<file path="src/rtl/alu_issue.sv">
`default_nettype none
// ============================================================================
// Module   : alu_issue
// Brief    : Two-stage issue/retire wrapper around an external RV32I ALU.
//            S1 holds the decoded op and drives the ALU; the ALU result is
//            captured into the output stage S2 and handed off downstream with
//            a valid/ready handshake. Also counts retired ops.
// Options  : ALU_ISSUE_SKID_EN - adds a one-entry skid buffer behind S2 so
//            that in_ready is a flop output, independent of out_ready.
// Revision : 1.0 - initial release
// ============================================================================
module alu_issue #(
  parameter int RD_W = 5
) (
  input  logic            clk,
  input  logic            rst_n,
  input  logic            in_valid,
  output logic            in_ready,
  input  logic [31:0]     in_rs1,
  input  logic [31:0]     in_rs2,
  input  logic [2:0]      in_funct3,
  input  logic [6:0]      in_funct7,
  input  logic [RD_W-1:0] in_rd,
  output logic [31:0]     alu_a,
  output logic [31:0]     alu_b,
  output logic [2:0]      alu_op,
  input  logic [31:0]     alu_result,
  input  logic            alu_carry,
  output logic            out_valid,
  input  logic            out_ready,
  output logic [31:0]     out_result,
  output logic            out_carry,
  output logic [RD_W-1:0] out_rd,
  output logic            out_illegal,
  output logic [31:0]     retired
);

  localparam logic [2:0] c_op_add = 3'b000;
  localparam logic [2:0] c_op_sub = 3'b001;
  localparam logic [2:0] c_op_and = 3'b010;
  localparam logic [2:0] c_op_or  = 3'b011;
  localparam logic [2:0] c_op_xor = 3'b100;
  localparam logic [2:0] c_op_ill = 3'b111;

  localparam logic [6:0] c_f7_base = 7'b0000000;
  localparam logic [6:0] c_f7_alt  = 7'b0100000;

  // Stage S1: decoded op waiting on the ALU
  logic            r_s1_valid;
  logic [31:0]     r_s1_a;
  logic [31:0]     r_s1_b;
  logic [2:0]      r_s1_op;
  logic [RD_W-1:0] r_s1_rd;
  logic            r_s1_ill;

  // Stage S2: head of the output side, visible on out_*
  logic            r_s2_valid;
  logic [31:0]     r_s2_result;
  logic            r_s2_carry;
  logic [RD_W-1:0] r_s2_rd;
  logic            r_s2_ill;

  logic [31:0]     r_retired;

  logic [2:0]      w_dec_op;
  logic            w_dec_ill;
  logic            w_accept;
  logic            w_push;
  logic            w_drain;
  logic [31:0]     w_new_result;
  logic            w_new_carry;

  // Decode the R-type function fields into an ALU opcode
  always_comb begin
    w_dec_op  = c_op_ill;
    w_dec_ill = 1'b1;
    if (in_funct7 == c_f7_base) begin
      unique case (in_funct3)
        3'b000:  begin w_dec_op = c_op_add; w_dec_ill = 1'b0; end
        3'b111:  begin w_dec_op = c_op_and; w_dec_ill = 1'b0; end
        3'b110:  begin w_dec_op = c_op_or;  w_dec_ill = 1'b0; end
        3'b100:  begin w_dec_op = c_op_xor; w_dec_ill = 1'b0; end
        default: begin w_dec_op = c_op_ill; w_dec_ill = 1'b1; end
      endcase
    end else if (in_funct7 == c_f7_alt && in_funct3 == 3'b000) begin
      w_dec_op  = c_op_sub;
      w_dec_ill = 1'b0;
    end
  end

  // ALU drive comes straight from S1; idle ALU sees zeros
  assign alu_a  = r_s1_valid ? r_s1_a  : 32'd0;
  assign alu_b  = r_s1_valid ? r_s1_b  : 32'd0;
  assign alu_op = r_s1_valid ? r_s1_op : c_op_add;

  // Illegal ops never leak whatever the ALU produced for opcode 111
  assign w_new_result = r_s1_ill ? 32'd0 : alu_result;
  assign w_new_carry  = r_s1_ill ? 1'b0  : alu_carry;

  assign w_drain  = r_s2_valid && out_ready;
  assign w_accept = in_valid && in_ready;

  // S1: load on accept, empty once its op has moved to the output side
  always_ff @(posedge clk or negedge rst_n) begin
    if (!rst_n) begin
      r_s1_valid <= 1'b0;
      r_s1_a     <= 32'd0;
      r_s1_b     <= 32'd0;
      r_s1_op    <= c_op_add;
      r_s1_rd    <= '0;
      r_s1_ill   <= 1'b0;
    end else if (w_accept) begin
      r_s1_valid <= 1'b1;
      r_s1_a     <= in_rs1;
      r_s1_b     <= in_rs2;
      r_s1_op    <= w_dec_op;
      r_s1_rd    <= in_rd;
      r_s1_ill   <= w_dec_ill;
    end else if (w_push) begin
      r_s1_valid <= 1'b0;
    end
  end

`ifdef ALU_ISSUE_SKID_EN
  // Skid entry: second slot behind S2, always younger than S2
  logic            r_sk_valid;
  logic [31:0]     r_sk_result;
  logic            r_sk_carry;
  logic [RD_W-1:0] r_sk_rd;
  logic            r_sk_ill;
  logic            r_in_ready;
  logic [2:0]      w_occ;
  logic [2:0]      w_occ_next;

  // S1 may move whenever the two-entry output side has a free slot this cycle
  assign w_push = r_s1_valid && (!r_sk_valid || w_drain);

  assign w_occ      = {2'b00, r_s1_valid} + {2'b00, r_s2_valid} + {2'b00, r_sk_valid};
  assign w_occ_next = w_occ + {2'b00, w_accept} - {2'b00, w_drain};
  assign in_ready   = r_in_ready;

  // Ready for next cycle only if one more op fits even with no drain
  always_ff @(posedge clk or negedge rst_n) begin
    if (!rst_n) begin
      r_in_ready <= 1'b1;
    end else begin
      r_in_ready <= (w_occ_next <= 3'd2);
    end
  end

  // Output side as a two-entry FIFO: S2 is the head, skid the tail
  always_ff @(posedge clk or negedge rst_n) begin
    if (!rst_n) begin
      r_s2_valid  <= 1'b0;
      r_s2_result <= 32'd0;
      r_s2_carry  <= 1'b0;
      r_s2_rd     <= '0;
      r_s2_ill    <= 1'b0;
      r_sk_valid  <= 1'b0;
      r_sk_result <= 32'd0;
      r_sk_carry  <= 1'b0;
      r_sk_rd     <= '0;
      r_sk_ill    <= 1'b0;
    end else if (w_drain) begin
      if (r_sk_valid) begin
        r_s2_result <= r_sk_result;
        r_s2_carry  <= r_sk_carry;
        r_s2_rd     <= r_sk_rd;
        r_s2_ill    <= r_sk_ill;
        r_sk_valid  <= w_push;
        if (w_push) begin
          r_sk_result <= w_new_result;
          r_sk_carry  <= w_new_carry;
          r_sk_rd     <= r_s1_rd;
          r_sk_ill    <= r_s1_ill;
        end
      end else begin
        r_s2_valid <= w_push;
        if (w_push) begin
          r_s2_result <= w_new_result;
          r_s2_carry  <= w_new_carry;
          r_s2_rd     <= r_s1_rd;
          r_s2_ill    <= r_s1_ill;
        end
      end
    end else if (w_push) begin
      if (!r_s2_valid) begin
        r_s2_valid  <= 1'b1;
        r_s2_result <= w_new_result;
        r_s2_carry  <= w_new_carry;
        r_s2_rd     <= r_s1_rd;
        r_s2_ill    <= r_s1_ill;
      end else begin
        r_sk_valid  <= 1'b1;
        r_sk_result <= w_new_result;
        r_sk_carry  <= w_new_carry;
        r_sk_rd     <= r_s1_rd;
        r_sk_ill    <= r_s1_ill;
      end
    end
  end
`else
  // S1 moves when S2 is empty or handing its op off this cycle
  assign w_push   = r_s1_valid && (!r_s2_valid || out_ready);
  assign in_ready = !r_s1_valid || !r_s2_valid || out_ready;

  // S2: capture the ALU result for the S1 op, empty after a handoff
  always_ff @(posedge clk or negedge rst_n) begin
    if (!rst_n) begin
      r_s2_valid  <= 1'b0;
      r_s2_result <= 32'd0;
      r_s2_carry  <= 1'b0;
      r_s2_rd     <= '0;
      r_s2_ill    <= 1'b0;
    end else if (w_push) begin
      r_s2_valid  <= 1'b1;
      r_s2_result <= w_new_result;
      r_s2_carry  <= w_new_carry;
      r_s2_rd     <= r_s1_rd;
      r_s2_ill    <= r_s1_ill;
    end else if (w_drain) begin
      r_s2_valid <= 1'b0;
    end
  end
`endif

  // Count every downstream handoff; wraps naturally at 2^32
  always_ff @(posedge clk or negedge rst_n) begin
    if (!rst_n) begin
      r_retired <= 32'd0;
    end else if (w_drain) begin
      r_retired <= r_retired + 32'd1;
    end
  end

  assign out_valid   = r_s2_valid;
  assign out_result  = r_s2_result;
  assign out_carry   = r_s2_carry;
  assign out_rd      = r_s2_rd;
  assign out_illegal = r_s2_ill;
  assign retired     = r_retired;

endmodule
`default_nettype wire

</file>
<file path="config.mk">
export PLATFORM = sky130hd
export DESIGN_NAME = alu_issue
export DESIGN_NICKNAME = d
export VERILOG_FILES = /design/src/rtl/alu_issue.sv
export SDC_FILE = /design/constraint.sdc
export NUM_CORES = 1
export LEC_CHECK = 0
export CAP_MARGIN = 20
export CORE_MARGIN = 2
export CORE_UTILIZATION = 33
export CTS_CLUSTER_DIAMETER = 120
export DETAILED_ROUTE_END_ITERATION = 8
export HOLD_SLACK_MARGIN = 0.05
export SYNTH_ARGS = -nofsm -noshare
export SYNTH_HDL_FRONTEND = slang
export SYNTH_SLANG_ARGS = --single-unit
</file>
<file path="constraint.sdc">
create_clock -name clk -period 2.2 [get_ports clk]
set_input_delay 0.33 -clock clk [delete_from_list [all_inputs] [get_ports clk]]
set_output_delay 0.33 -clock clk [all_outputs]
set_load 0.02 [all_outputs]
</file>
Yosys cells after proc, flatten, opt, wreduce, memory -nomap -nowiden
Index checks and enable logic that the tools add are counted.
Word-level totals
  memories: 0
  bits in latches: 0
  bits in writable memories: 0
  ROM bits: 0
  output and inout port bits: 140
  input bits: 116
  bits in registers: 146
  word-level logic and storage cells: 46
Operators by class
  order comparisons: 0
  multiplexer cells: 15
  bitwise operators: 0
  $mul: 0
  reduce and logical (&&, ||, !) cells: 14
  shift operators: 0
  divide/modulo/power cells: 0
  add/sub/neg operators: 1
  equal/unequal tests: 4
Operators by type and width (number)
  32-bit two-way mux: 3
  32-bit by 1-bit adder with 32-bit output, second input constant: 1
  3-bit one-hot mux with 4 select lines: 1
  3-bit == test, second input constant: 3
  3-bit two-way mux: 3
  1-bit two-way mux: 8
  7-bit by 6-bit == test with 1-bit output, second input constant: 1
  7-bit zero test: 1
  1-bit logical AND: 4
  2-bit nonzero test: 2
  4-bit OR reduction: 1
  3-bit zero test: 1
  1-bit logical OR: 3
  1-bit zero test: 2

Longest topological paths before layout
Gate-level depths: netlist (run 1).
  word-level depth: 5
  depth in mapped cells: 6
  mapped depth without buffers: 5

Least setup slack after synthesis (run 1)
Ideal clock, no wire load.
  kind: reg2reg
  start: register r_retired[3] (netlist: retired[3])
  end: register r_retired[31] (netlist: retired[31])
  clock period less this slack: 1731 ps
  arrival time: 1651 ps
  required time: 2121 ps
  setup time: 79 ps
  buffers on the path: 1
  slack: 469 ps
  stages on the path, launching flop included: 6
  cell sequence: dfrtp_1 -> nand4_1 -> or4_1 -> buf_6 -> nor3_2 -> xor2_1
On the way
  word-level cells in the longest chain between the ends: 1
Ends and longest elaborated chain
  start, declared: line 63  | logic [31:0] r_retired;
  start signal, assigned: line 232  | r_retired <= r_retired + 32'd1;
  32-bit by 1-bit adder with 32-bit output: line 232
No other way between the ends.
A chain may end at the register's enable or synchronous reset.

Worst setup path in the final report (run 1)
  start: register r_s1_valid
  end: output alu_b[13]
On the way
  word-level cells in the longest chain between the ends: 1
Ends and longest elaborated chain
  start, declared: line 49  | logic r_s1_valid;
  start signal, assigned: line 106  | r_s1_valid <= 1'b0;
  start signal, assigned: line 113  | r_s1_valid <= 1'b1;
  start signal, assigned: line 120  | r_s1_valid <= 1'b0;
  32-bit two-way mux: line 93  | assign alu_b = r_s1_valid ? r_s1_b : 32'd0;
  end, declared: line 25  | output logic [31:0] alu_b,
No other way between the ends.

==> results.txt, run 1 <==
Gp weighted congestion -> 0.784
Clock Tree Root -> clkbuf_16
Seq/Total Area, Yosys -> 57.5%
M1 wire length -> 7990 um
Beginning of the worst hold path -> in_rs2[9]
Routed wl met2 -> 7880 um
P_leak -> 4.78 nW
CTS max path bufs -> 2
Clk pwr share -> 38.6%
Core ar. -> 0.0188 mm2
RSZ-0062 raised after global routing -> no
Finished Layout Cells -> 1212
Worst hold slack -> 0.443 ns
Avg Cell Area, Syn -> 9.36 um2
DR top layer -> met4
Critical Path RT -> 1.87 ns
Max cap viols -> 0
HP Class -> primary input to flip-flop
Global-route wire length before repair -> 28100 um
Crit end category -> primary output
#FFs+latches synth -> 146
Sequential power share -> 40.5%
Final hold violation count -> 0
Final setup viols -> 0
Cell internal pwr -> 5.59 mW
CTS tree -> done
Status -> complete, no violations
Slew HR -> 66.8%
DRT iter0 DRCs -> 180
Worst R2R Setup Slack -> 0.46 ns
DR WL/cell -> 14.6 um
Fraction of layout cells with a size suffix above 1 -> 6.83%
Hold Path Sink -> r_s1_b[9]$_DFFE_PN0P_
Worst r2r src -> retired[3]$_DFFE_PN0P_
All-layer global routing usage -> 17.6%
Period Utilization, post-route -> 96.6%
Synth warn -> 0
Number of diodes -> 0
Num ports -> 256
Number of buffers created by CTS -> 17
Die Area -> 0.0204 mm2
Worst-path clk slew -> 0.06 ns
# fillers -> 1793
H-tree depth reported by CTS -> 4
Nets@finish -> 1056
Comb pwr share -> 20.8%
Ratio of routed vias to standard cells -> 4.44
Clk_lat worst skew -> 0.41 ns
Row cnt -> 50
Setup crit start kind -> flip-flop
Worst Clk Skew -> 0.00723 ns
Vias -> 5376
Worst slew pin tran -> 0.498 ns
Cells after Synth -> 679
Crit path kind -> flip-flop to primary output
Initial antenna violation count -> 0
Maximum fanout along the worst path -> 34
Port Buffers -> 255
Commonest cells after routing, fill and taps aside -> nand2_1 (251), clkdlybuf4s50_1 (226), dfrtp_1 (145)
Synth Cell Area -> 0.00636 mm2
Synthesized net count -> 796
Die width -> 143 um
P_sw -> 2.08 mW
Worst r2r dst -> retired[23]$_DFFE_PN0P_
Min-Delay Path Depth -> 3
Inst Count DP -> 1178
Met3 WL -> 1510 um
Cell variety after synth -> 28
Final core utilization -> 53.1%
Commonest non-fill, non-tap cell in the layout -> nand2_1
Cells on worst reg2reg path -> 5
Setup TNS -> 0 ns
Die Ht -> 143 um
Fmax -> 0.471 GHz
GRT overflow -> 0
Clock Sink Count -> 146
Initial Util -> 33.8%
Dpl hpwl -> 12300 um
Largest net degree at the start of global routing -> 50
Arrival time worst endpoint -> 1.79 ns
DRC -> 0
Synthesis-to-finish area growth -> 57.2%
VDD IR max -> 0.557 mV
Pre-Repair DR Iteration Count -> 4
Routed Antenna Nets -> 0
Max Slew Vio Count -> 0
Switching share of power -> 27.1%
Vias in the first global route -> 5271
Fin crit period -> 2.12 ns
Final WL -> 17700 um
Pwr dens -> 767 mW/mm2
## synth_stat cells
library cell | number | share of area [%]
mux2_2 | 7 | 1.2
xnor2_1 | 17 | 2.3
and3_1 | 5 | 0.49
nor4_4 | 1 | 0.33
nor2_1 | 13 | 0.77
nor3_2 | 6 | 0.94
xor2_1 | 14 | 1.9
buf_6 | 1 | 0.18
clkbuf_1 | 27 | 1.6
nand4_1 | 10 | 0.98
or4_1 | 1 | 0.12
nand2_1 | 253 | 15
a21oi_1 | 3 | 0.24
nand3b_1 | 1 | 0.12
dfrtp_1 | 146 | 57
nand2b_1 | 36 | 3.5
and4_1 | 6 | 0.83
nor3_1 | 3 | 0.24
a31oi_1 | 2 | 0.20
o21ai_0 | 35 | 2.8
nand4_2 | 1 | 0.20
and2_1 | 71 | 7.0
buf_1 | 5 | 0.30
ha_1 | 1 | 0.20
nor4_1 | 2 | 0.20
nand3_1 | 6 | 0.47
inv_1 | 4 | 0.24
or3_1 | 2 | 0.20
## how the worst max path moves through the flow
stage                      startpoint  cells after the start                 endpoint
6_report       r_s1_valid$_DFFE_PN0P_                      3                alu_b[13]
5_1_grt        r_s1_valid$_DFFE_PN0P_                      3                alu_a[31]
4_1_cts        r_s1_valid$_DFFE_PN0P_                      3                 alu_b[6]
3_3_place_gp                out_ready                      3                 in_ready
3_5_place_dp                out_ready                      3                 in_ready
2_1_floorplan  retired[3]$_DFFE_PN0P_                      5  retired[31]$_DFFE_PN0P_
## power by group through the flow
stage	clock network (mW)	logic [mW]	registers [mW]
6_report	2.96	1.60	3.11
5_1_grt	3.17	1.73	3.15
4_1_cts	3.04	1.64	3.11
3_5_place_dp	0	1.63	3.16
3_3_place_gp	0	1.63	3.15
2_1_floorplan	0	0.635	3.22
## cell type report
type                    count  area, um2  share of cell area [%]
inverters                   4       15.0                   0.150
well taps                 260        325                    3.25
clock buffers              24        472                    4.72
repair buffers            274       2840                    28.4
clock inverters             8        126                    1.26
flip-flops and latches    146       3650                    36.6
multi-input cells         496       2560                    25.7
## per-stage QoR
stage	total power, mW	area [um2]	setup slack, ns
global placement	4.78	9340	0.107
CTS	7.79	9950	0.0316
global route	8.05	10000	0.00251
floorplan	3.86	6360	0.469
finish	7.66	10000	0.0758
detailed placement	4.79	9340	0.0987
## worst max-delay path: stages, from the launching register on
cell and delay [ns]:
dfrtp_2 0.43, buf_12 0.19, and2_1 0.14, clkdlybuf4s50_1 0.60
## metal layers
metal	up-vias	GRT usage (%)
met5	-	0
met3	20	6.57
li1	2667	-
met1	2499	23.1
met4	0	5.58
met2	190	27.1
## cells by family (layout without fill, tap and decap cells)
| group | after synthesis | count (layout) | synth area share [%] |
|---|---|---|---|
| fa+ha+maj | 1 | 1 | 0.197 |
| flops | 146 | 146 | 57.5 |
| buf+inv | 37 | 310 | 2.30 |
| compound gates | 40 | 40 | 3.19 |
| xor+xnor | 31 | 31 | 4.27 |
| mux | 7 | 7 | 1.24 |
| simple gates | 417 | 417 | 31.3 |
## sequential cells by signal, indices dropped and copies added, names as in the netlist
name and flops:
r_s1_ill 1, out_carry 1, out_result 32, r_s1_rd 5, r_s1_a 32, retired 32
out_valid 1, r_s1_valid 1, out_rd 5, r_s1_op 3, out_illegal 1, r_s1_b 32
## timing repair
| action | CTS | global route |
|---|---|---|
| setup buffers | 1 | 0 |
| hold endpoints to repair | 46 | 0 |
| setup endpoints to repair | 53 | 20 |
| gates resized for setup | 8 | 20 |
| hold buffers | 1 | 0 |
No activity file was read; power rests on OpenSTA's default activity.
==> run 2: changes to the inputs <==
--- a/config.mk
+++ b/config.mk
@@ -10,6 +10,7 @@
 export CORE_UTILIZATION = 33
 export CTS_CLUSTER_DIAMETER = 120
 export DETAILED_ROUTE_END_ITERATION = 8
+export GPL_TIMING_DRIVEN = 0
 export HOLD_SLACK_MARGIN = 0.05
 export SYNTH_ARGS = -nofsm -noshare
 export SYNTH_HDL_FRONTEND = slang
==> run 2 against run 1 <==
Against the previous run:
- register-to-register slack got worse by 0.10 ns
- sequential share of layout area grew 0.35 points
- first-iteration DRC count rose by 14%
- largest power group unchanged
- sequential power barely moved
- cell area down 0.95%
- combinational power down 5%
- via count increased by 0.71%
- final cell count rose by 1.3%
- clock power barely moved
==> results.txt, run 2 (synthesis results as in run 1) <==
Number of buffers created by CTS -> 17
Max cap viols -> 0
Crit path cell chain -> clkdlybuf4s50_1 > nand3b_1 > clkdlybuf4s50_1
Slowest stage delay, CP -> 0.66 ns
Worst-path clk slew -> 0.06 ns
DR WL/cell -> 14.7 um
Slowest cell on crit path -> clkdlybuf4s50_1
Worst slew pin tran -> 0.555 ns
Maximum fanout along the worst path -> 6
CTS tree -> done
Row cnt -> 50
Crit path kind -> primary input to primary output
Met3 WL -> 1700 um
CTS max path bufs -> 2
GRT overflow -> 0
Slew HR -> 63.0%
Number of diodes -> 0
Nets@finish -> 1072
Vias -> 5414
Final setup viols -> 0
Core ar. -> 0.0188 mm2
Commonest cells after routing, fill and taps aside -> nand2_1 (253), clkdlybuf4s50_1 (191), dfrtp_1 (145)
Final core utilization -> 52.6%
Beginning of the worst hold path -> in_rs2[7]
Final hold violation count -> 0
Most Frequent Cell on Critical Path -> clkdlybuf4s50_1
Period Utilization, post-route -> 96.8%
Arrival time worst endpoint -> 1.80 ns
H-tree depth reported by CTS -> 4
Die Ht -> 143 um
Clock Tree Root -> clkbuf_16
Gp weighted congestion -> 0.755
Cells on worst reg2reg path -> 4
Crit end category -> primary output
Port Buffers -> 255
Fraction of layout cells with a size suffix above 1 -> 6.82%
Hold Path Sink -> r_s1_b[7]$_DFFE_PN0P_
Die Area -> 0.0204 mm2
Post-CTS Setup Bufs -> 0
Worst R2R Setup Slack -> 0.36 ns
Synthesis-to-finish area growth -> 55.7%
P_leak -> 4.86 nW
Pre-Repair DR Iteration Count -> 4
Final WL -> 18100 um
Num ports -> 256
RSZ-0062 raised after global routing -> no
FF+latch area -> 0.00365 mm2
Multi-input logic area -> 0.00256 mm2
Initial antenna violation count -> 0
Commonest non-fill, non-tap cell in the layout -> nand2_1
Initial Util -> 33.8%
Routed wl met2 -> 8130 um
Pwr dens -> 767 mW/mm2
M1 wire length -> 8040 um
DRT iter0 DRCs -> 206
Vias in the first global route -> 5359
Fin crit period -> 2.13 ns
# fillers -> 1791
Largest net degree at the start of global routing -> 91
Critical Path RT -> 1.87 ns
DR top layer -> met4
Fmax -> 0.470 GHz
Max Slew Vio Count -> 0
Clock Sink Count -> 146
Worst r2r src -> out_valid$_DFFE_PN0P_
Min-Delay Path Depth -> 3
All-layer global routing usage -> 18.1%
Die width -> 143 um
Global-route wire length before repair -> 28900 um
Status -> complete, no violations
Clk_lat worst skew -> 0.41 ns
Dpl hpwl -> 13100 um
Ratio of routed vias to standard cells -> 4.41
Routed Antenna Nets -> 0
Worst hold slack -> 0.438 ns
VDD IR max -> 0.512 mV
Worst Clk Skew -> 0.0104 ns
HP Class -> primary input to flip-flop
DRC -> 0
Setup crit start kind -> primary input
Worst r2r dst -> out_rd[2]$_DFFE_PN0P_
-- run 2: cell types whose count changed in the layout (fill, tap and decap cells not counted), moves of 4 or more --
cell             change
buf_4                -9
clkbuf_1            +15
clkbuf_2            +10
clkbuf_4             +4
dlygate4sd2_1       +17
clkdlybuf4s15_1      +8
dlymetal6s2s_1       +4
buf_12               -8
clkdlybuf4s50_1     -35
-- run 2: critical path, delay by kind of cell --
kind                   cells  cell delay, ns
buffers and inverters      2            1.25
and+or+nand+nor            1            0.21
-- run 2: routing by layer --
| layer | global-route usage, % | vias up |
|---|---|---|
| li1 | - | 2704 |
| met1 | 23.6 | 2504 |
| met2 | 28.3 | 190 |
| met3 | 6.98 | 16 |
| met4 | 5.21 | 0 |
| met5 | 0 | - |
-- run 2: worst max path at each step --
stage	from	to	slack [ns]	cells past startpoint
4_1_cts	r_s1_valid$_DFFE_PN0P_	alu_b[1]	0.0004	3
5_1_grt	r_s1_valid$_DFFE_PN0P_	alu_a[7]	0.005	3
6_report	out_ready	in_ready	0.07	3
3_5_place_dp	out_ready	r_s1_a[25]$_DFFE_PN0P_	-0.36	7
2_1_floorplan	retired[3]$_DFFE_PN0P_	retired[31]$_DFFE_PN0P_	0.47	5
3_3_place_gp	rst_n	r_s1_a[1]$_DFFE_PN0P_	-5.52	1
-- run 2: layout make-up --
type	instances	share of cell area (%)
Clock inverter	13	1.60
Buffer	33	1.58
Timing Repair Buffer	257	26.2
Multi-Input combinational cell	496	25.8
Sequential cell	146	36.9
Clock buffer	19	4.47
Inverter	4	0.152
Tap cell	260	3.29
-- run 2: per-stage QoR --
| step | instances | total power, mW | cell area (um2) | setup TNS [ns] | worst slack (ns) |
|---|---|---|---|---|---|
| after floorplan | 679 | 3.86 | 6360 | 0 | 0.469 |
| after CTS | 1228 | 7.72 | 9850 | 0 | 0.000416 |
| final | 1228 | 7.59 | 9900 | 0 | 0.0706 |
| after global placement | 1194 | 4.75 | 9240 | -823.56 | -5.52 |
| after detailed placement | 1195 | 4.77 | 9270 | -19.25 | -0.355 |
| after global routing | 1228 | 8.01 | 9900 | 0 | 0.00454 |
-- run 2: power by group --
group / total, mW / internal, mW / switching, mW
clock: 2.96 / 1.81 / 1.15
combinational: 1.52 / 0.723 / 0.799
sequential: 3.11 / 2.94 / 0.173
total: 7.59 / 5.47 / 2.12
-- run 2: repair_timing --
action	CTS	global route
hold buffers	1	0
gates resized for setup	52	50
setup endpoints to repair	67	61
endpoints found under the hold margin	56	0
==> run 3: changes to the inputs <==
--- a/config.mk
+++ b/config.mk
@@ -6,12 +6,15 @@
 export NUM_CORES = 1
 export LEC_CHECK = 0
 export CAP_MARGIN = 20
+export CELL_PAD_IN_SITES_DETAIL_PLACEMENT = 1
+export CELL_PAD_IN_SITES_GLOBAL_PLACEMENT = 2
 export CORE_MARGIN = 2
-export CORE_UTILIZATION = 33
+export CORE_UTILIZATION = 25
 export CTS_CLUSTER_DIAMETER = 120
 export DETAILED_ROUTE_END_ITERATION = 8
 export GPL_TIMING_DRIVEN = 0
 export HOLD_SLACK_MARGIN = 0.05
+export PLACE_DENSITY_LB_ADDON = 0.1
 export SYNTH_ARGS = -nofsm -noshare
 export SYNTH_HDL_FRONTEND = slang
 export SYNTH_SLANG_ARGS = --single-unit
==> run 3 against run 2 <==
Against the previous run:
- flip-flop and latch count did not move
- register-to-register slack got worse by 0.05 ns
- highest routed layer unchanged
- utilization fell by 13 points
==> results.txt, run 3 (synthesis results as in run 1) <==
VDD IR max -> 0.338 mV
Initial antenna violation count -> 1
DR WL/cell -> 15.9 um
Clk_lat worst skew -> 0.42 ns
Pwr dens -> 767 mW/mm2
Slew HR -> 62.0%
Final Instance Area -> 0.00994 mm2
Worst slew pin tran -> 0.570 ns
Inst Count DP -> 1265
P_leak -> 4.77 nW
Gp weighted congestion -> 0.761
Vias -> 5463
Synthesis-to-finish area growth -> 56.3%
Setup WS pre-CTS -> -0.502 ns
Fin crit period -> 2.04 ns
Clock Tree Root -> clkbuf_16
Number of buffers created by CTS -> 17
HP Class -> primary input to flip-flop
Die width -> 163 um
GRT overflow -> 0
Dpl hpwl -> 14900 um
Beginning of the worst hold path -> in_rs1[2]
H-tree depth reported by CTS -> 4
Pre-Repair DR Iteration Count -> 4
Port Buffers -> 255
RSZ-0062 raised after global routing -> no
Die Area -> 0.0267 mm2
All-layer global routing usage -> 15.7%
Status -> complete, no violations
CTS tree -> done
Final setup viols -> 0
Worst r2r src -> out_valid$_DFFE_PN0P_
Largest net degree at the start of global routing -> 80
Final hold violation count -> 0
Worst Clk Skew -> 0.0125 ns
Core ar. -> 0.0251 mm2
Max Slew Vio Count -> 0
Commonest non-fill, non-tap cell in the layout -> nand2_1
Arrival time worst endpoint -> 1.71 ns
Setup crit start kind -> flip-flop
# fillers -> 2921
Fmax -> 0.491 GHz
Post-CTS Setup Bufs -> 0
DRC -> 0
Setup TNS -> 0 ns
Max cap viols -> 0
Commonest cells after routing, fill and taps aside -> nand2_1 (253), clkdlybuf4s50_1 (186), dfrtp_1 (145)
Cell Area, Placed -> 0.00936 mm2
Period Utilization, post-route -> 92.6%
Crit path kind -> flip-flop to primary output
Nets@finish -> 1071
Initial Util -> 25.3%
Ratio of routed vias to standard cells -> 4.21
Global-route wire length before repair -> 32500 um
Row cnt -> 58
Maximum fanout along the worst path -> 10
Routed Antenna Nets -> 0
Finished Layout Cells -> 1297
Final WL -> 20600 um
Worst-path clk slew -> 0.06 ns
Num ports -> 256
Final worst slack -> 0.163 ns
Clock Sink Count -> 146
Vias in the first global route -> 5841
Setup crit start -> r_s1_valid$_DFFE_PN0P_
Critical Path RT -> 1.87 ns
Total Power -> 7.62 mW
Fraction of layout cells with a size suffix above 1 -> 6.94%
Crit end category -> primary output
Die Ht -> 163 um
CTS max path bufs -> 2
DRT iter0 DRCs -> 241
## run 3: cell types whose count changed in the layout (fill, tap and decap cells not counted), moves of 2 or more
cell	change
dlymetal6s2s_1	-9
dlygate4sd2_1	+15
clkdlybuf4s15_1	-3
clkinv_2	-3
clkbuf_4	+2
clkdlybuf4s50_1	-5
## run 3: worst paths after layout
kind | end | depth (start not counted) | slack [ns]
setup / recovery | alu_b[22] | 4 | 0.16
hold / removal | r_s1_a[2]$_DFFE_PN0P_ | 3 | 0.44
setup reg to reg | r_s1_op[0]$_DFFE_PN0P_ | 5 | 0.31
hold reg to reg | r_s1_a[27]$_DFFE_PN0P_ | 2 | 0.46
max in group asynchronous | r_s1_b[16]$_DFFE_PN0P_ | 3 | 0.94
min in group asynchronous | out_result[17]$_DFFE_PN0P_ | 2 | 0.45
## run 3: area by class of cell
class / instances / area [um2] / area share, %
Antenna cell: 1 / 2.50 / 0.0252
Buffer: 32 / 159 / 1.60
Clock buffer: 19 / 433 / 4.36
Clock inverter: 12 / 160 / 1.61
Inverter: 4 / 15.0 / 0.151
Multi-Input combinational cell: 496 / 2560 / 25.7
Sequential cell: 146 / 3650 / 36.8
Tap cell: 330 / 413 / 4.15
Timing Repair Buffer: 257 / 2540 / 25.6
## run 3: per-stage QoR
step	hold slack [ns]	util, %
after floorplan	0.0344	-
after global placement	0.449	37.1
after detailed placement	0.337	37.3
after CTS	0.414	39.5
after global routing	0.426	39.6
final	0.436	39.6
## run 3: critical path, stage by stage, from the launching register on
cell and delay, ns:
dfrtp_2 0.43, buf_4 0.19, clkbuf_4 0.20, and2_1 0.13, dlygate4sd2_1 0.34
## run 3: per-layer routing
layer	part of all wire [%]	up-vias	track usage, %
met2	44	167	24.5
li1	-	2698	-
met4	0.79	0	3.59
met3	8.9	11	6.22
met5	0	-	0
met1	46	2587	20.5
## run 3: timing repair
action,4_1_cts,5_1_grt
endpoints found under the hold margin,67,0
resized for setup,70,41
endpoints found under the setup margin,100,38
hold buffers,1,0
## run 3: report_power, final
part	switching, mW	internal, mW	total, mW
clock	1.21	1.79	3.00
sequential	0.179	2.94	3.12
combinational	0.805	0.706	1.51
total	2.20	5.43	7.62
==> patch 1, RTL diff (config.mk and constraints of run 1) <==
Add a define of `ALU_ISSUE_SKID_EN`.
--- a/src/rtl/alu_issue.sv
+++ b/src/rtl/alu_issue.sv
@@ -10,4 +10,6 @@
 // Revision : 1.0 - initial release
 // ============================================================================
+`define ALU_ISSUE_SKID_EN
+
 module alu_issue #(
   parameter int RD_W = 5
Behaviour: not the same (a bounded check fails within 4 cycles, from zero or initial values and one cycle with rst_n low).
==> patch 1 against run 1 <==
Synthesized area rose by 29%; first-iteration DRC count increased by 65%; combinational power rose to 4.8 times the old value; critical path depth is 7 higher; utilization decreased by 3.9 points; sequential cell count rose by 41; final area grew 20%; total power rose by 120%; synthesized cell count grew 13%; clock power is 11% higher; via count increased by 17%; sequential power rose by 87%; routed wire length up 15%; worst setup slack got worse by 33 ps; largest power group is now combinational cells.
==> patch 1: results (changes against run 1) <==
status: "complete, no violations"
nClkBuffers: 18  # -25%
rr_startpoint: "out_valid"
cts_max_level: 4  # unchanged
grt_use_total: 0.1613  # -0.01495
first_global_vias: 6592  # +25%
hpwlAfterDp_mm: 14.26  # +16%
ys_ff_latch: 187  # +28%
placed_cells: 1332  # +13%
synth_area_per_cell_um2: 10.71  # +14%
yosysSeqAreaShare: 0.5689  # -0.005690
seq-cell-share: 0.3901  # +0.02456
leakage_nw: 5.322  # +11%
num_vias: 6274  # +17%
cp.arrival_ps: 2510  # +720 ps
pwr-share-comb: 0.455  # +0.247
postLayoutCoreUtil: 0.4922  # -0.03875
final_nets: 1149  # +8.8%
crit_fanout: 2  # -94%
postCtsSetupRepairBufs: 0  # -1
r2r_cells: 10  # +5
cp-endpoint: "in_ready"
clk_share: 0.05347  # -0.006354
wl_per_cell_um: 14.85  # +1.8%
startpoint_type: "flip-flop"
core_area_um2: 24390  # +30%
rrSetupSlack_ps: 40  # -420 ps
cpLargestDelayFamily: "adder cells"
buf_share: 0.2369  # -0.04706
max_slew_margin: 0.6435  # -0.02437
placedInstanceArea_um2: 11430  # +22%
crit_slowest_cell: "fa_1"
p_int_mw: 10.36  # +85%
synth.top_cells.by_count: "dfrtp_1, nor2_1, mux2_2"
place_ws_ps: -463.0  # -561.7 ps
max_stage_delay_ps: 480  # -120 ps
peakVddDrop_mv: 0.6131  # +10%
syn_nets: 889  # +12%
finalClockSkew_ps: 9.927  # +2.697 ps
drt_iter0_markers: 297  # +65%
power_density_nw_per_um2: 1392  # +82%
cts_resized: 68  # +60
clk_pin_slew_worst_paths_ps: 80  # +20 ps
p_seq_frac: 0.348  # -0.057
worstHoldPathType: "in2async"
timing.fmax_ghz: 0.4637  # -1.5%
yosysUniqueCellTypes: 34  # +21%
grt_pass1_wl_mm: 34.01  # +21%
grt_max_degree: 73  # +46%
inverters: 11  # +7
buffers: 286  # +4.4%
multiInputGateArea_um2: 3383  # +32%
fillers: 2305  # +29%
gp_congestion: 0.7072  # -9.7%
[patch 1: cell count changes after synthesis, moves of 5 or more]
cell,run 1,this run
nor3_2,6,0
xnor2_1,17,26
a31oi_1,2,7
a21oi_1,3,71
xor2_1,14,7
mux2_2,7,76
dfrtp_1,146,186
nand2_1,253,62
o21ai_0,35,40
inv_1,4,11
nor2_1,13,81
clkbuf_1,27,34
nand3_1,6,15
[patch 1: logic make-up (layout without fill, tap and decap cells)]
family	count (synthesis)	after routing	share of synthesized area
simple gates	288	288	0.1788
flops	187	187	0.5689
compound gates	122	122	0.07664
mux	77	77	0.1052
buf+inv	56	329	0.02585
xor+xnor	33	33	0.03513
fa+ha+maj	5	5	0.009429
[patch 1: layer usage]
metal	up-vias	GRT usage	wire length (um)
li1	3097	-	-
met1	2972	0.2054	8962
met2	189	0.2540	9141
met3	16	0.06691	1939
met4	0	0.04344	231
met5	-	0	0
==> patch 2, RTL diff (flow settings as in run 1) <==
Without the edit above. Put one more register stage on the output `retired`, with the module's reset. The value now appears one clock later. The other outputs are not delayed to match.
--- a/src/rtl/alu_issue.sv
+++ b/src/rtl/alu_issue.sv
@@ -239,5 +239,11 @@
   assign out_rd      = r_s2_rd;
   assign out_illegal = r_s2_ill;
-  assign retired     = r_retired;
+  always_ff @(posedge clk or negedge rst_n) begin
+    if (!rst_n) begin
+      retired <= '0;
+    end else begin
+      retired <= r_retired;
+    end
+  end
 
 endmodule
Function: changed (Yosys sat finds a counterexample within 4 cycles, from zero or initial values and one cycle with rst_n low).
==> patch 2 against run 1 <==
Final area rose by 7.3%; cell count fell by 7.8%; non-clock buffer count rose by 3; register-to-register slack got worse by 340 ps; worst setup slack improved by 3.0 ps; total power rose by 19%; routed wire length fell by 0.94%; synthesized area rose by 11%; critical path depth did not move; sequential cell count rose by 32; first-iteration DRC count rose by 5.0%; critical endpoint is now alu_b[7]; largest power group unchanged.
==> patch 2: results (changes against run 1) <==
min_to: "retired[29]"
drt_iter0_markers: 189  # +5.0%
routed_wl_mm: 17.52  # -0.94%
peakVddDrop_mv: 0.4825  # -13%
root_buffer: "clkbuf_16"
r2r_cells: 6  # +1
min_from: "r_retired[29]"
num_vias: 5024  # -6.5%
drcViolationCount: 0  # unchanged
grt_pass1_wl_mm: 27.49  # -2.3%
r2r-end: "r_retired[24]"
firstDrtPassIters: 4  # unchanged
hpwlAfterDp_mm: 12.94  # +5.0%
rr_startpoint: "r_retired[0]"
clk_pin_slew_worst_paths_ps: 80  # +20 ps
drive_gt1_frac: 0.1661  # +0.09780
finalClockSkew_ps: 10.92  # +3.694 ps
gp_congestion: 0.7651  # -2.4%
clk_latency_ps: 430  # +20 ps
yosys_warnings: 0  # unchanged
synth.top_cells.by_count: "dfrtp_1, mux2_2, and2_1"
cts_max_level: 4  # unchanged
first_global_vias: 5328  # +1.1%
port_buffers: 255  # unchanged
syn_nets: 677  # -15%
place_ws_ps: -141.7  # -240.4 ps
n_antenna_cell: 0  # unchanged
final_nets: 947  # -10%
worstHoldPathType: "reg2reg"
synthArstFlopShare: 1.000  # unchanged
yosys-top-cells-area: "dfrtp_1, mux2_2, and2_1"
cp.arrival_ps: 1790  # about the same
rrSetupSlack_ps: 120  # -340 ps
status: "complete, no violations"
leakage_nw: 4.711  # -1.4%
worst_slew_pin_slew_ps: 815.6  # +317.4 ps
crit_fanout: 45  # +32%
cts_made_buffers: 17  # unchanged
cts_buffer_depth: 2  # unchanged
yosysUniqueCellTypes: 35  # +25%
yosysSeqAreaShare: 0.6306  # +0.05607
hold_depth: 0  # -3
fillers: 1855  # +3.5%
antenna_found_initial: 0  # unchanged
grt_max_degree: 56  # +12%
grt_use_total: 0.1583  # -0.01798
==> patch 2: layer usage <==
metal,routed length [um],part of all wire,global-route usage,up-vias
met5,0,0,0,-
met4,148,0.0084,0.04340,0
met1,7012,0.40,0.1842,2423
met3,1927,0.11,0.07848,11
met2,8426,0.48,0.2593,188
li1,-,-,-,2402
==> patch 2: worst max-delay path, cell delays in order, from the launching register on <==
cell             delay [ps]
dfrtp_2                 420
buf_12                  190
and2_1                  150
clkdlybuf4s50_1         600
==> patch 2: worst max path at each step <==
stage,start,to,slack (ps),cells past startpoint
after floorplan,out_valid,r_s1_a[25],140,5
after global placement,out_ready,r_retired[24],-120,6
after detailed placement,out_ready,r_retired[24],-140,6
after CTS,r_s1_valid,alu_a[14],-20,3
after global routing,r_s1_valid,alu_b[7],0.6,3
final,r_s1_valid,alu_b[7],80,3
==> patch 2: report_power, final <==
| part | switching (mW) | internal, mW | leakage [nW] |
|---|---|---|---|
| logic | 0.978 | 1.10 | 2.18 |
| registers | 0.255 | 3.69 | 2.23 |
| clock network | 1.51 | 1.57 | 0.300 |
| total | 2.74 | 6.35 | 4.71 |
==> patch 2: cell families after synthesis <==
| kind of cell | Yosys count | share of synthesized area |
|---|---|---|
| fa+ha+maj | 1 | 0.001771 |
| xor+xnor | 31 | 0.03844 |
| simple gates | 204 | 0.1612 |
| buf+inv | 29 | 0.01594 |
| compound gates | 41 | 0.03082 |
| mux | 76 | 0.1212 |
| flops | 178 | 0.6306 |
==> patch 2: final cells by class <==
type                       instances  area share
clock inverter                    15     0.01831
multi-input combinational        353      0.2336
inverter                           3    0.001050
timing repair buffer             277      0.2600
sequential                       178      0.4153
clock buffer                      17     0.03965
tap                              275     0.03207
==> patch 2: repair_timing <==
action / in CTS / in global routing
endpoints found under the setup margin: 55 / 24
resized for setup: 48 / 5
buffers inserted: 0 / 1
endpoints found under the hold margin: 52 / 0
hold buffers: 1 / 0
==> patch 2: per-stage QoR <==
stage / TNS [ps] / hold slack (ps) / cells / power, mW / area, um^2
3_5_place_dp: -371.4 / 341.2 / 1084 / 6.171 / 10130
4_1_cts: -78.67 / 385.6 / 1117 / 9.248 / 10710
3_3_place_gp: -346.5 / 328.3 / 1084 / 6.128 / 10130
6_report: 0 / 383.9 / 1118 / 9.093 / 10730
2_1_floorplan: 0 / 34.41 / 560 / 4.968 / 7063
5_1_grt: 0 / 401.8 / 1118 / 9.581 / 10730
